==> src/rtl/execute_pkg.sv <==
// Shared encodings for the EX stage: main-control ALU op classes, R-type funct
// codes and the internal 3-bit ALU control word.
package execute_pkg;

    localparam logic [1:0] ALUOP_ADD   = 2'b00;
    localparam logic [1:0] ALUOP_SUB   = 2'b01;
    localparam int         ALUOP_RTYPE = 1;

    localparam logic [5:0] FUNCT_ADD = 6'b100000;
    localparam logic [5:0] FUNCT_SUB = 6'b100010;
    localparam logic [5:0] FUNCT_AND = 6'b100100;
    localparam logic [5:0] FUNCT_OR  = 6'b100101;
    localparam logic [5:0] FUNCT_SLT = 6'b101010;

    typedef enum logic [2:0] {
        ALU_AND = 3'b000,
        ALU_OR  = 3'b001,
        ALU_ADD = 3'b010,
        ALU_INV = 3'b011,
        ALU_SUB = 3'b110,
        ALU_SLT = 3'b111
    } alu_ctl_e;

    // Unknown R-type funct maps to ALU_INV, which the ALU turns into a zero result.
    function automatic alu_ctl_e alu_ctl_decode(input logic [1:0] aluop,
                                                input logic [5:0] funct);
        alu_ctl_e ctl;
        ctl = ALU_INV;
        if (aluop[ALUOP_RTYPE]) begin
            case (funct)
                FUNCT_ADD: ctl = ALU_ADD;
                FUNCT_SUB: ctl = ALU_SUB;
                FUNCT_AND: ctl = ALU_AND;
                FUNCT_OR:  ctl = ALU_OR;
                FUNCT_SLT: ctl = ALU_SLT;
                default:   ctl = ALU_INV;
            endcase
        end else if (aluop == ALUOP_SUB) begin
            ctl = ALU_SUB;
        end else begin
            ctl = ALU_ADD;
        end
        return ctl;
    endfunction

endpackage

==> src/rtl/execute_alu.sv <==
// 32-bit combinational ALU: add, sub, and, or, signed set-less-than.
module execute_alu
    import execute_pkg::*;
(
    input  logic [31:0] a,
    input  logic [31:0] b,
    input  logic [2:0]  ctl,
    output logic [31:0] result,
    output logic        zero
);

    logic [31:0] w_result;

    always_comb begin
        w_result = 32'h0;
        case (ctl)
            ALU_ADD: w_result = a + b;
            ALU_SUB: w_result = a - b;
            ALU_AND: w_result = a & b;
            ALU_OR:  w_result = a | b;
            ALU_SLT: w_result = ($signed(a) < $signed(b)) ? 32'd1 : 32'd0;
            default: w_result = 32'h0;
        endcase
    end

    assign result = w_result;
    assign zero   = (w_result == 32'h0);

endmodule

==> src/rtl/execute.sv <==
// MIPS EX stage: ALU control decode, operand/destination muxes, branch target
// adder and the EX/MEM pipeline register.
module execute
    import execute_pkg::*;
(
    input  logic        clk,
    input  logic        reset,
    input  logic [1:0]  wb_ctl,
    input  logic [2:0]  m_ctl,
    input  logic        regdst,
    input  logic        alusrc,
    input  logic [1:0]  aluop,
    input  logic [31:0] npcout,
    input  logic [31:0] rdata1,
    input  logic [31:0] rdata2,
    input  logic [31:0] s_extendout,
    input  logic [4:0]  instrout_2016,
    input  logic [4:0]  instrout_1511,
    input  logic [5:0]  funct,
    output logic [1:0]  wb_ctlout,
    output logic        branch,
    output logic        memread,
    output logic        memwrite,
    output logic [31:0] EX_MEM_NPC,
    output logic        zero,
    output logic [31:0] alu_result,
    output logic [31:0] rdata2out,
    output logic [4:0]  five_bit_muxout
);

    alu_ctl_e    w_alu_ctl;
    logic [31:0] w_alu_b;
    logic [31:0] w_alu_result;
    logic        w_alu_zero;
    logic [31:0] w_target;
    logic [4:0]  w_dest;

    assign w_alu_ctl = alu_ctl_decode(aluop, funct);
    assign w_alu_b   = alusrc ? s_extendout : rdata2;
    assign w_dest    = regdst ? instrout_1511 : instrout_2016;
    // Target is computed unconditionally; MEM decides whether to take it.
    assign w_target  = npcout + (s_extendout << 2);

    execute_alu u_alu (
        .a      (rdata1),
        .b      (w_alu_b),
        .ctl    (w_alu_ctl),
        .result (w_alu_result),
        .zero   (w_alu_zero)
    );

    logic [1:0]  r_wb_ctl;
    logic [2:0]  r_m_ctl;
    logic [31:0] r_npc;
    logic        r_zero;
    logic [31:0] r_alu_result;
    logic [31:0] r_rdata2;
    logic [4:0]  r_dest;

    always_ff @(posedge clk or negedge reset) begin
        if (!reset) begin
            r_wb_ctl     <= 2'b0;
            r_m_ctl      <= 3'b0;
            r_npc        <= 32'h0;
            r_zero       <= 1'b0;
            r_alu_result <= 32'h0;
            r_rdata2     <= 32'h0;
            r_dest       <= 5'h0;
        end else begin
            r_wb_ctl     <= wb_ctl;
            r_m_ctl      <= m_ctl;
            r_npc        <= w_target;
            r_zero       <= w_alu_zero;
            r_alu_result <= w_alu_result;
            r_rdata2     <= rdata2;
            r_dest       <= w_dest;
        end
    end

    assign wb_ctlout       = r_wb_ctl;
    assign branch          = r_m_ctl[2];
    assign memread         = r_m_ctl[1];
    assign memwrite        = r_m_ctl[0];
    assign EX_MEM_NPC      = r_npc;
    assign zero            = r_zero;
    assign alu_result      = r_alu_result;
    assign rdata2out       = r_rdata2;
    assign five_bit_muxout = r_dest;

endmodule

==> config.mk <==
export PLATFORM = sky130hd
export DESIGN_NAME = execute
export DESIGN_NICKNAME = d
export VERILOG_FILES = /design/src/rtl/execute_pkg.sv /design/src/rtl/execute_alu.sv /design/src/rtl/execute.sv
export SDC_FILE = /design/constraint.sdc
export NUM_CORES = 1
export LEC_CHECK = 0
export ABC_AREA = 1
export BUFFER_PORTS_ARGS = -buffer_cell sky130_fd_sc_hd__buf_2
export CAP_MARGIN = 20
export CELL_PAD_IN_SITES_DETAIL_PLACEMENT = 1
export CELL_PAD_IN_SITES_GLOBAL_PLACEMENT = 1
export CORE_ASPECT_RATIO = 0.75
export CORE_UTILIZATION = 43
export CTS_BUF_LIST = sky130_fd_sc_hd__clkbuf_4 sky130_fd_sc_hd__clkbuf_8
export DETAILED_ROUTE_END_ITERATION = 8
export HOLD_SLACK_MARGIN = 0.08
export PLACE_DENSITY_LB_ADDON = 0.1
export SLEW_MARGIN = 20
export SYNTH_ARGS = -nofsm -noshare
export SYNTH_HDL_FRONTEND = slang
export SYNTH_HIERARCHICAL = 1
export SYNTH_SLANG_ARGS = --single-unit
==> constraint.sdc <==
create_clock -name clk -period 0.8 [get_ports clk]
set_input_delay 0.08 -clock clk [delete_from_list [all_inputs] [get_ports clk]]
set_output_delay 0.08 -clock clk [all_outputs]
set_load 0.02 [all_outputs]
==> results.yml, run 1 <==
outcome:
  run_status: "stopped before the end"
  stop_stage: "clock tree synthesis"
  stop_error: "[ERROR DPL-0033] detailed placement checks failed during check placement."
die:
  boundaryPins: 262
  die_w_um: 198
  dieHeight_um: 149
  start_util_pct: 44.1
  rows: 53
yosys:
  syn_inst: 1972
  synth_top_cells_by_area: "dfrtp_1 (22%), nand2_1 (18%), ha_1 (14%)"
  syn_area_per_cell_um2: 6.30
  synth_common_cells: "nand2_1 (611), inv_1 (404), nor2_1 (170)"
  yosysSeqAreaShare_pct: 21.6
  synthMostInstantiatedCell: "nand2_1"
  ys_async_sr_fraction_pct: 100
  synthFlopType: "dfrtp_1"
  synth_area_um2: 12400
  synth-edff-count: 0
  syn-num-nets: 2268
  synth-seq-cells: 107
  synth.largest_area_cell: "dfrtp_1"
  synth_top_area_share_pct: 21.6
  yosysWarningCount: 6
  ys_types: 42
clock_tree:
  cts.repair.resized: 1039
  clockBufferDepth: 2
  cts.sinks: 107
  cts-root-buf: "clkbuf_8"
  htree_num_levels: 3
  cts_buffers: 9
  postCtsHoldBufs: 51
  post-cts-setup-buffers: 116
placement:
  hpwl_um: 61400
  gp_congestion: 1.01
  portBuffers: 261
  preCtsSetupSlack_ns: -2.48
-- per-stage QoR --
stage                     instance area (µm²)  cells
after detailed placement                17900   2955
after global placement                  17900   2955
after floorplan                         13600   1972
-- logic make-up after synthesis --
kind of cell | share of synthesized area (%)
buffers and inverters | 15.2
AOI/OAI and AO/OA | 6.41
muxes | 3.26
xor gates and xnor gates | 1.06
and+or+nand+nor | 38.2
DFF | 21.6
adders and majority gates | 14.4
==> inputs of run 2 (changes only) <==
Settings changed: CELL_PAD_IN_SITES_DETAIL_PLACEMENT 1 to default, CELL_PAD_IN_SITES_GLOBAL_PLACEMENT 1 to default, CORE_ASPECT_RATIO 0.75 to default, CORE_UTILIZATION 43 to 35, CTS_BUF_LIST sky130_fd_sc_hd__clkbuf_4 sky130_fd_sc_hd__clkbuf_8 to default, HOLD_SLACK_MARGIN 0.08 to default, PLACE_DENSITY_LB_ADDON 0.1 to 0.15.
==> run 2 against run 1 <==
- the flow now finishes, with violations (negative hold slack, negative setup slack)
- synthesized cell count unchanged
- synthesized area unchanged
==> results.yml, run 2 <==
clock_tree:
  cts_buffers: 9
  clockBufferDepth: 2
  cts.clk_slew.worst_paths_ns: 0.08
  cts_tree: "done"
  cts.sinks: 107
  htree_num_levels: 3
  cts-root-buf: "clkbuf_16"
sta:
  hold_slack_ns: -0.000271
  worst_slew_pin_slew_ns: 0.448
  finalCritPeriodShare_pct: 293
  max_freq_mhz: 427
  hold_viol: 1
  rsz0062_at_grt: "true"
  min_period_ns: 2.34
  setup_viol: 167
  finalMaxSlewViolations: 0
  slew_headroom_pct: 70.1
  setup_ws_ns: -1.54
yosys:
  synth-edff-count: 0
  synthFlopType: "dfrtp_1"
  synth_top_area_share_pct: 21.6
  synth-seq-cells: 107
  yosysWarningCount: 6
  synth_area_um2: 12400
  syn_inst: 1972
  synth_common_cells: "nand2_1 (611), inv_1 (404), nor2_1 (170)"
  synth_top_cells_by_area: "dfrtp_1 (22%), nand2_1 (18%), ha_1 (14%)"
  synth.largest_area_cell: "dfrtp_1"
  yosysSeqAreaShare_pct: 21.6
  synthMostInstantiatedCell: "nand2_1"
  ys_async_sr_fraction_pct: 100
  syn_area_per_cell_um2: 6.30
  ys_types: 42
  syn-num-nets: 2268
global_routing:
  first_global_vias: 14821
  antenna_found_initial: 4
  overflow: 0
  grt.total_usage_pct: 27.7
  grt_pass1_wl_um: 77300
  grt_max_degree: 54
min_path:
  hp-class: "in2reg"
final_layout:
  design_area_um2: 22100
  final_cell_mix: "nand2_1 (418), buf_4 (317), inv_1 (313)"
  final_net_count: 2948
  drive_above_1_share_pct: 52.4
  area_growth_pct: 77.9
  final_common_cell: "nand2_1"
  stdcell_count: 3115
routing:
  antenna_left: 0
  vias: 14928
  drtIter0Drc: 844
  routedWlPerCell_um: 16.6
  viasPerCell: 4.79
  wl_um: 51900
  first_pass_iters: 5
  drc: 0
outcome:
  run_status: "finished with violations"
  violations: "negative hold slack, negative setup slack"
worst_setup_path:
  worstPathRequired_ns: 1.12
  startpoint_type: "input port"
  arrival_ns: 2.67
  cp_max_fo: 6
  crit_type: "in2reg"
  end_kind: "flop"
die:
  dieArea_um2: 36200
  die_w_um: 190
  core_um2: 34700
  rows: 68
  dieHeight_um: 190
  boundaryPins: 262
  start_util_pct: 35.8
pwr:
  p_total_mw: 29.0
  pwr_density_cell_nw_per_um2: 1310
  p_leak_nw: 11.8
  vdd_ir_drop_max_uv: 1380
placement:
  hpwl_um: 41500
  preCtsSetupSlack_ns: -2.20
  place_inst: 3001
  portBuffers: 261
  place_area_um2: 17800
  gp_congestion: 0.946
flow_run:
  drv_cap: 0
==> run 2: cell counts after synthesis <==
No cell type changed its count.
==> run 2: cell families (layout without fill, tap and decap cells) <==
kind of cell | count (synthesis) | after routing | share of synthesized area (%)
muxes | 36 | 36 | 3.26
xor gates and xnor gates | 15 | 15 | 1.06
adders and majority gates | 141 | 141 | 14.4
DFF | 107 | 107 | 21.6
AOI/OAI and AO/OA | 136 | 136 | 6.41
other | 0 | 3 | 0
buffers and inverters | 461 | 1146 | 15.2
and+or+nand+nor | 1076 | 1076 | 38.2
==> run 2: layout make-up <==
type	instances	area, µm²
antenna	3	7.51
clock inverter	7	96.3
clock buffer	9	225
inverter	422	1650
sequential	107	2680
fill	3020	12600
timing repair buffer	708	6020
multi-input combinational	1404	10900
tap	455	569
==> run 2: power breakdown <==
part / switching, mW / internal (mW)
Combinational: 9.52 / 8.04
Sequential: 0.332 / 6.07
Clock: 2.50 / 2.51
==> run 2: final timing paths <==
kind | start | to | cells after the start
setup / recovery | alusrc | zero | 21
min in group asynchronous | reset | r_m_ctl[2] | 2
hold / removal | npcout[31] | EX_MEM_NPC[31] | 4
max in group asynchronous | reset | alu_result[8] | 3
==> run 2: what timing repair did <==
action                                 4_1_cts  5_1_grt
gates resized for setup                    305      568
cloned                                       2        0
hold buffers                                51        0
pin swaps                                  108      195
endpoints found under the hold margin      153        0
setup endpoints to repair                  167      166
setup buffers                               24       38
==> run 2: per-layer routing <==
metal	track usage, %	wire length, µm	vias up
met3	4.18	2570	69
met2	47.1	25000	416
met1	36.3	23100	7060
met5	0	46	-
li1	-	-	7377
met4	7.20	1170	6
==> run 2: worst max-delay path: stages <==
cell	delay [ns]
buf_12	0.13
buf_12	0.13
buf_6	0.12
mux2_4	0.31
inv_4	0.07
ha_4	0.23
o21ai_2	0.29
inv_1	0.09
nand2_1	0.13
inv_1	0.06
nand2_2	0.10
inv_1	0.06
nand3_1	0.07
nand2_1	0.06
nand3_2	0.10
nand2_1	0.07
nor2_2	0.13
nand2_1	0.08
nor2_1	0.13
nand3_2	0.11
nor2_2	0.11
==> run 2: through the flow <==
stage	setup TNS [ns]	util, %
floorplan	-45.27	-
global placement	-76.43	51.4
detailed placement	-77.35	51.4
CTS	-65.10	57.3
global route	-72.29	63.6
finish	-64.85	63.7
No activity file was read; power rests on OpenSTA's default activity.
==> inputs of run 3 (changes only) <==
Settings changed: CORE_UTILIZATION 35 to 25.
==> run 3 against run 2 <==
- the run still ends with negative hold slack, negative setup slack left
- cell count rose by 7.8%
- die area increased by 40%
- non-clock buffer count up 38
- largest power group unchanged
- combinational power fell by 4%
- wire length grew 6.0%
- core utilization shrank 19 points
- count of clock-buffer cells in the layout stayed put
==> results.yml, run 3 (same netlist as run 2, synthesis figures left out) <==
outcome:
  run_status: "finished with violations"
  violations: "negative hold slack, negative setup slack"
routing:
  wl_met2_um: 26700
  wl_met3_um: 1970
  vias: 14657
  first_pass_iters: 5
  drtIter0Drc: 711
  wl_met1_um: 24800
  antenna_left: 0
  routedWlPerCell_um: 16.4
  topRoutingLayerUsed: "met5"
  drc: 0
  wl_um: 55000
  viasPerCell: 4.36
min_path:
  hp-class: "in2reg"
clock_tree:
  cts.clk_slew.worst_paths_ns: 0.08
  clockBufferDepth: 2
  cts_tree: "done"
  cts-root-buf: "clkbuf_16"
  cts.sinks: 107
  postCtsHoldBufs: 51
  cts_buffers: 9
  htree_num_levels: 3
worst_setup_path:
  critPathMaxStageDelay_ns: 0.31
  crit_type: "in2reg"
  crit_slowest_cell: "mux2_4"
  cp_max_fo: 6
  arrival_ns: 2.68
  crit_chain: "buf_12 > buf_12 > buf_6 > mux2_4 > inv_4 > ha_4 > buf_12 > nor2_4 > inv_2 > nor2_4 > buf_6 > nand2_1 > nand2_1 > nand2_2 > nand3_2 > nand2_1 > nand3_2 > nand2_2 > nor2_4 > nand2_1 > nor2_1 > nand3_1 > nor2_1"
  crit_path_frequent_cell: "nand2_1"
  startpoint_type: "input port"
  worstPathRequired_ns: 1.13
  end_kind: "flop"
final_layout:
  area_growth_pct: 75.9
  final_cell_mix: "nand2_1 (431), buf_4 (365), inv_1 (334)"
  final_util_pct: 44.6
  design_area_um2: 21800
  final_common_cell: "nand2_1"
  drive_above_1_share_pct: 51.4
  final_net_count: 2986
  antenna_cells: 0
pwr:
  combPwrFrac_pct: 59.9
  p_leak_nw: 11.8
  pwr_density_cell_nw_per_um2: 1290
  vdd_ir_drop_max_uv: 1170
  p_clk_share_pct: 18.0
  p_int_mw: 16.1
  switching_share_pct: 43.1
  p_switching_mw: 12.2
  pwr-share-seq_pct: 22.2
placement:
  hpwl_um: 45900
  gp_congestion: 0.943
  portBuffers: 261
  preCtsSetupSlack_ns: -2.36
  place_area_um2: 18400
die:
  core_um2: 49000
  boundaryPins: 262
  die_w_um: 225
  start_util_pct: 25.4
  dieHeight_um: 225
  rows: 81
  dieArea_um2: 50600
global_routing:
  grt_pass1_wl_um: 82300
  first_global_vias: 14783
  grt_max_degree: 51
  antenna_found_initial: 10
  grt.total_usage_pct: 21.6
  overflow: 0
sta:
  hold_viol: 1
  worst_slew_pin_slew_ns: 0.593
  setup_ws_ns: -1.55
  fin_setup_tns_ns: -68.10
  slew_headroom_pct: 60.0
  finalCritPeriodShare_pct: 293
  max_freq_mhz: 426
  min_period_ns: 2.35
  setup_viol: 167
  hold_slack_ns: -0.0265
  finalMaxSlewViolations: 0
  rsz0062_at_grt: "true"
flow_run:
  drv_cap: 0
-- run 3: what timing repair did --
item | CTS | global route
gates resized for setup | 248 | 367
setup buffers | 26 | 29
hold endpoints to repair | 153 | 1
setup endpoints to repair | 167 | 167
pin swaps | 85 | 176
gates cloned | 2 | 0
-- run 3: layout make-up --
type | count | area [µm²]
Tap cell | 664 | 831
Multi-Input combinational cell | 1404 | 10700
Inverter | 422 | 1650
Timing Repair Buffer | 746 | 5700
Fill cell | 5114 | 27100
Sequential cell | 107 | 2680
Clock buffer | 9 | 225
Clock inverter | 7 | 83.8
-- run 3: power groups by stage --
stage	sequential, mW	combinational [mW]	clock, mW
2_1_floorplan	7.24	6.84	0
3_3_place_gp	6.34	14.0	0
3_5_place_dp	6.33	14.0	0
4_1_cts	6.26	15.5	5.28
5_1_grt	6.33	18.3	5.49
6_report	6.26	16.9	5.08
-- run 3: path summary, 6_finish.rpt --
kind | end | from | cells past startpoint | slack, ns
max in group asynchronous | alu_result[10] | reset | 3 | 0.26
min in group asynchronous | five_bit_muxout[2] | reset | 2 | 0.03
max | zero | alusrc | 23 | -1.55
min | EX_MEM_NPC[31] | npcout[31] | 4 | -0.03
-- run 3: critical path: cells and delay by family --
kind	cells	cell delay, ns
buffers and inverters	7	0.80
muxes	1	0.31
and+or+nand+nor	14	1.25
adders and majority gates	1	0.22
-- run 3: through the flow --
stage	power (mW)	std cells	hold WS, ns
2_1_floorplan	14.1	1972	-0.216
5_1_grt	30.1	3359	-0.00999
3_3_place_gp	20.3	3244	-0.0844
4_1_cts	27.0	3335	-0.0377
6_report	28.3	3359	-0.0265
3_5_place_dp	20.4	3244	-0.0842
-- run 3: routing by layer --
| metal | track usage (%) | up-vias |
|---|---|---|
| li1 | - | 7456 |
| met4 | 6.63 | 18 |
| met3 | 3.42 | 76 |
| met5 | 0 | - |
| met1 | 27.7 | 6835 |
| met2 | 36.9 | 272 |
